===== src/rtl/four_bit_counter.sv =====
// Up/down tally counter: one registered WIDTH-bit value, stepped by one per
// clock while an enable is high, wrapping modulo 2**WIDTH in both directions.
module four_bit_counter #(
    parameter int WIDTH = 4
) (
    input  logic             clk,
    input  logic             reset,
    input  logic             count,
    input  logic             deCount,
    output logic [WIDTH-1:0] out
);

    // count is tested before deCount so an undriven deCount cannot leak into
    // the result whenever reset or count is asserted.
    always_ff @(posedge clk) begin
        if (reset)
            out <= '0;
        else if (count)
            out <= out + WIDTH'(1);
        else if (deCount)
            out <= out - WIDTH'(1);
    end

endmodule


===== config.mk =====
export PLATFORM = sky130hd
export DESIGN_NAME = four_bit_counter
export DESIGN_NICKNAME = d
export VERILOG_FILES = /design/src/rtl/four_bit_counter.sv
export SDC_FILE = /design/constraint.sdc
export NUM_CORES = 1
export LEC_CHECK = 0
export ABC_AREA = 1
export BUFFER_PORTS_ARGS = -buffer_cell sky130_fd_sc_hd__buf_2
export CAP_MARGIN = 5
export CELL_PAD_IN_SITES_DETAIL_PLACEMENT = 0
export CELL_PAD_IN_SITES_GLOBAL_PLACEMENT = 1
export CORE_AREA = 4 4 41 43
export CTS_BUF_LIST = sky130_fd_sc_hd__clkbuf_8
export DETAILED_ROUTE_END_ITERATION = 8
export DIE_AREA = 0 0 45 47
export GPL_TIMING_DRIVEN = 0
export PLACE_DENSITY_LB_ADDON = 0.15
export SYNTH_ARGS = -nofsm -noshare
export SYNTH_HDL_FRONTEND = slang
export SYNTH_SLANG_ARGS = --single-unit

===== constraint.sdc =====
create_clock -name clk -period 1.7 [get_ports clk]
set_clock_uncertainty 0.1 [all_clocks]
set_input_delay 0.255 -clock clk [delete_from_list [all_inputs] [get_ports clk]]
set_output_delay 0.255 -clock clk [all_outputs]
set_load 0.02 [all_outputs]

# After elaboration in Yosys (flattened, before gate mapping)
# Cells that the tools add are included.
dict set report word_totals {
  regBits 4
  input_bits 4
  word_cells 6
}
dict set report classes {
  add_sub_neg 2
  mux 2
  n_reduce_logical 1
}
# op n
set op_table {}
lappend op_table {{4-bit 2-to-1 mux} 2}
lappend op_table {{4-bit by 1-bit adder with 4-bit output (second input constant)} 1}
lappend op_table {{4-bit by 1-bit subtractor with 4-bit output (second input constant)} 1}
lappend op_table {{2-bit nonzero test} 1}

# Longest topological paths before layout
dict set report depth {
  word_depth 3
  ltp_mapped 8
  depth_no_buf 8
}

# Worst setup path before layout
# OpenSTA, ideal clock, no wires.
dict set report synth_timing {
  path_kind {reg-to-reg}
  startpoint {register out[2]}
  endpoint {register out[3]}
  arrival_time_ns 1.174
  t_required_ns 1.485
  setup_slack_ns 0.311
  stages_incl_launch_ff 6
  synth_period_minus_slack_ns 1.389
  cell_sequence {dfxtp_1 -> ha_1 -> a21oi_1 -> nand3_1 -> a21oi_1 -> nor2_1}
}
dict set report synth_via {
  elab_chain_len 3
  word_cells_on_any_way 4
  cone_classes {add/sub: 2; mux: 2}
}
# item line
set synth_rtl {}
lappend synth_rtl {{from (decl)} 10} ;# output logic [WIDTH-1:0] out
lappend synth_rtl {{from (signal assigned)} 19} ;# out <= out + WIDTH'(1);
lappend synth_rtl {{from (signal assigned)} 21} ;# out <= out - WIDTH'(1);
lappend synth_rtl {{4-bit by 1-bit subtractor with 4-bit output} 21}
lappend synth_rtl {{4-bit 2-to-1 mux} 20} ;# else if (deCount)
lappend synth_rtl {{4-bit 2-to-1 mux (*)} 18} ;# else if (count)
# Every way passes the cells marked *; elsewhere a longest branch is shown, timed or not. The select of a mux whose other input is x is not followed.
# A chain may end at the register's enable or synchronous reset.

# Worst setup path in the final report
# Same ends and word-level chain as after synthesis.

==> run summary <==
The run finished with clean final reports. The max capacitance violation total came out at 0. Buffers inserted during clock tree synthesis total 3. Setup repair after global routing left no endpoint under its margin. The run gives 0 as the initial antenna violation count. When the netlist entered floorplanning its net count stood at 41.

The biggest area contributor in the post-synthesis netlist is sky130_fd_sc_hd__dfxtp_1. The tree is rooted in a sky130_fd_sc_hd__clkbuf_8. Post-CTS timing repair inserted 0 buffers for setup. The number of different library cells used by synthesis comes to 13. The kind of cell with the highest combined delay along the critical path is adder cells.

The run gives 7 as the largest net degree at the start of global routing. Total grt overflow: 0. The highest clock frequency the design can meet is 749 MHz, and the number of nets at the end of the flow is 53. The repair_antennas step left the layout with diodes totalling 0. The number of enable flip-flop cells after synthesis is 0, and the number of buffer cells added on primary ports is 7. Along the worst hold path, the cell count comes to 4.

In this run, flip-flops and latches consume 28.5% of the power. In this run the deepest clock path goes through 2 buffers. For the pin with the worst max-slew slack, the measured transition is 0.216 ns. The run gives 0.218 ns as the smallest hold slack.

The multi-input combinational cells in the finished layout cover a total of 156 µm². The most critical setup path has its startpoint at out[2]. The floorplan has 13 rows. The end of the worst register-to-register path was out[3].

The critical path launch point type was a register. The number of gates resized after CTS was 0. Internal power comes to 307 µW.

For the worst max-slew margin expressed relative to the limit, the log shows 85.6%. Together, buffers and inverters on the worst path number 0. Final clock period utilization by the worst path: 78.5%.

TritonCTS built the clock tree. The aggregate routed wire length is 509 µm. For this run, the number of Yosys warnings is 0. Of the total power, combinational logic draws 26.7%. In this run the count of I/O pins placed on the die edge is 8. Adding up every negative setup slack in the final design gives 0 ns.

The max-slew violation count was 0; the share of the core filled with cells in the final layout was 26.9%. Register-to-register setup slack: 0.37 ns. Dividing the detail-routed via count by the number of cells gives 3.98. The worst-case IR drop observed on VDD is 408 µV.

The first detailed-routing pass took 2 iterations. In this run the number of cells on the critical path is 5. STA classifies the critical path endpoint as a register. At the end of routability-driven placement, the weighted congestion stood at 0.665. Most common cell type on the critical path: sky130_fd_sc_hd__a21oi_1. Counting cells, the worst reg-to-reg path comes to 5. The run gives 235 as the via count. Ranked by instance count, the synthesized netlist is headed by sky130_fd_sc_hd__nand2_1 (5), sky130_fd_sc_hd__nor2_1 (5), sky130_fd_sc_hd__a21oi_1 (4), sky130_fd_sc_hd__dfxtp_1 (4), sky130_fd_sc_hd__inv_1 (3).

Along the worst path, the maximum fanout reaches 4. Setup violations remaining at the end of the flow were counted as 0. The final count of hold timing violations came out at 0. Most common flop cell mapped by yosys: sky130_fd_sc_hd__dfxtp_1. The initial utilization of the core area, before any placement, comes to 19.6%. The chip height was 47 µm. In this run switching power makes up 29.4% of total power.

The register with the highest flop count was out. The largest registers in the layout are out (4). Combined global-route utilization of all metal layers: 5.92%. The number of flip-flops and latches in the synthesized netlist was 4. The wire length of the first global-routing pass is 814 µm, and the per-cell routed wire length is 8.63 µm. The tools report the number of global-route vias before repair as 199. For the fill cell total of the finished layout, the log shows 147.

The horizontal die dimension was 45 µm; the CTS sink count was 4. The post-synthesis to final-layout area growth is 37.3%. The critical path is of the register to register type.

For the proportion of power drawn by the clock network, the log shows 44.8%. In this run the standard cell core region covers 1300 µm². The stage delay of the slowest cell on the critical path works out to 0.34 ns.

Traced cell by cell, the critical path runs through ha_1 -> a21oi_1 -> nand3_1 -> a21oi_1 -> nor2_1. After synthesis, the share of flip-flops with an asynchronous set or reset is 0%. The analysis attributes to cell leakage a power of 0.176 nW. The number of buffers added to fix hold violations after cts is 0, and the clock period minus worst slack is 1.33 ns. In this run the power spent charging and discharging nets is 128 µW. After detailed routing, the number of remaining DRC violations is 0. The logs give 1 for the CTS H-tree depth and 80.1 µm² for the footprint of the flip-flops and latches. For this run, the register share of the synthesized area comes to 31.4%.

The register with the most flip-flops in the layout has 4 of them. In this run the critical register-to-register path is launched from out[2]. The clock reaches the later pin of the worst-skew pair after 0.21 ns.

The gate count after technology mapping is 34, and the worst path required time is 1.70 ns. The worst min-delay path category was input pin to register. The number of violations reported at the end of detailed-routing iteration 0 was 7.

The power per cell area is 1240 nW/µm². The critical path's slowest cell was sky130_fd_sc_hd__ha_1. By area the synthesized netlist is led by sky130_fd_sc_hd__dfxtp_1 (31%), sky130_fd_sc_hd__ha_1 (9.8%), sky130_fd_sc_hd__a21oi_1 (7.8%), sky130_fd_sc_hd__fa_1 (7.8%), sky130_fd_sc_hd__nand3_2 (7.8%). The die footprint was 2120 µm²; the worst endpoint data arrival time was 1.34 ns.

Summing every instance area after synthesis gives 255 µm². A synthesized cell averages 7.51 µm². The tools report the last element of the critical path as out[3].

The total half-perimeter wirelength after legalization and detailed placement was 447 µm; the layout cell share with drive strength beyond 1 was 31.8%. After synthesis, the largest area contributor takes up 31.4% of total cell area. In this run the remaining antenna-violating nets after routing total 0.

The clock transition at the registers of the reported paths is 0.03 ns.
-- layout by cell type, fill, tap and decap left out --
| cell | count |
|---|---|
| sky130_fd_sc_hd__clkbuf_8 | 3 |
| sky130_fd_sc_hd__inv_1 | 3 |
| sky130_fd_sc_hd__nand3_1 | 2 |
| sky130_fd_sc_hd__o21ai_0 | 1 |
| sky130_fd_sc_hd__ha_1 | 2 |
| sky130_fd_sc_hd__a21oi_1 | 4 |
| sky130_fd_sc_hd__inv_2 | 2 |
| sky130_fd_sc_hd__buf_2 | 7 |
| sky130_fd_sc_hd__nor2_1 | 5 |
| sky130_fd_sc_hd__xnor2_1 | 1 |
| sky130_fd_sc_hd__dfxtp_1 | 4 |
| sky130_fd_sc_hd__nand3_2 | 2 |
| sky130_fd_sc_hd__nand2_1 | 5 |
| sky130_fd_sc_hd__fa_1 | 1 |
| sky130_fd_sc_hd__o21ai_1 | 2 |
-- area by class of cell --
class / count / area share [%]
clock buffer: 3 / 11.8
inverter: 5 / 5.36
timing repair buffer: 7 / 10.0
multi-input combinational: 25 / 44.6
tap: 15 / 5.36
sequential: 4 / 22.9
-- routing by layer --
metal	share of wire, %	wire [µm]	track usage, %
met1	42	215	6.14
met4	2.8	14	5.26
met3	8.8	45	3.83
met2	46	233	8.19
met5	0	0	0
-- metrics by stage --
stage / worst slack, ns / power (mW) / instances / area (µm²)
2_1_floorplan: 0.311 / 0.211 / 34 / 255
3_3_place_gp: 0.236 / 0.243 / 56 / 309
3_5_place_dp: 0.234 / 0.244 / 56 / 309
4_1_cts: 0.352 / 0.446 / 59 / 350
5_1_grt: 0.244 / 0.465 / 59 / 350
6_report: 0.365 / 0.435 / 59 / 350
-- worst min-delay path by stage --
stage	start	slack, ns	endpoint
6_report	reset	0.22	out[3]
5_1_grt	reset	0.26	out[3]
4_1_cts	reset	0.23	out[3]
3_5_place_dp	out[3]	0.42	out[3]
3_3_place_gp	out[3]	0.42	out[3]
2_1_floorplan	reset	0.33	out[3]
-- power groups by stage --
stage | Clock, mW | Sequential, mW | Combinational [mW]
after global placement | 0 | 0.126 | 0.117
after global routing | 0.207 | 0.128 | 0.131
final | 0.195 | 0.124 | 0.116
after CTS | 0.203 | 0.125 | 0.118
after detailed placement | 0 | 0.126 | 0.118
after floorplan | 0 | 0.142 | 0.0691
-- tightest hold or removal path, stage by stage --
cell and delay, ns:
sky130_fd_sc_hd__buf_2 0.07, sky130_fd_sc_hd__inv_1 0.06, sky130_fd_sc_hd__nand2_1 0.07, sky130_fd_sc_hd__nor2_1 0.03
-- logic make-up (layout without fill, tap and decap cells) --
logic type	count (synthesis)	after routing	share of synthesized area, %
simple gates	14	14	26.5
compound gates	7	7	13.7
buf+inv	5	15	7.35
flops	4	4	31.4
fa+ha+maj	3	3	17.6
xor+xnor	1	1	3.43
Power figures use the tool's default switching activity.
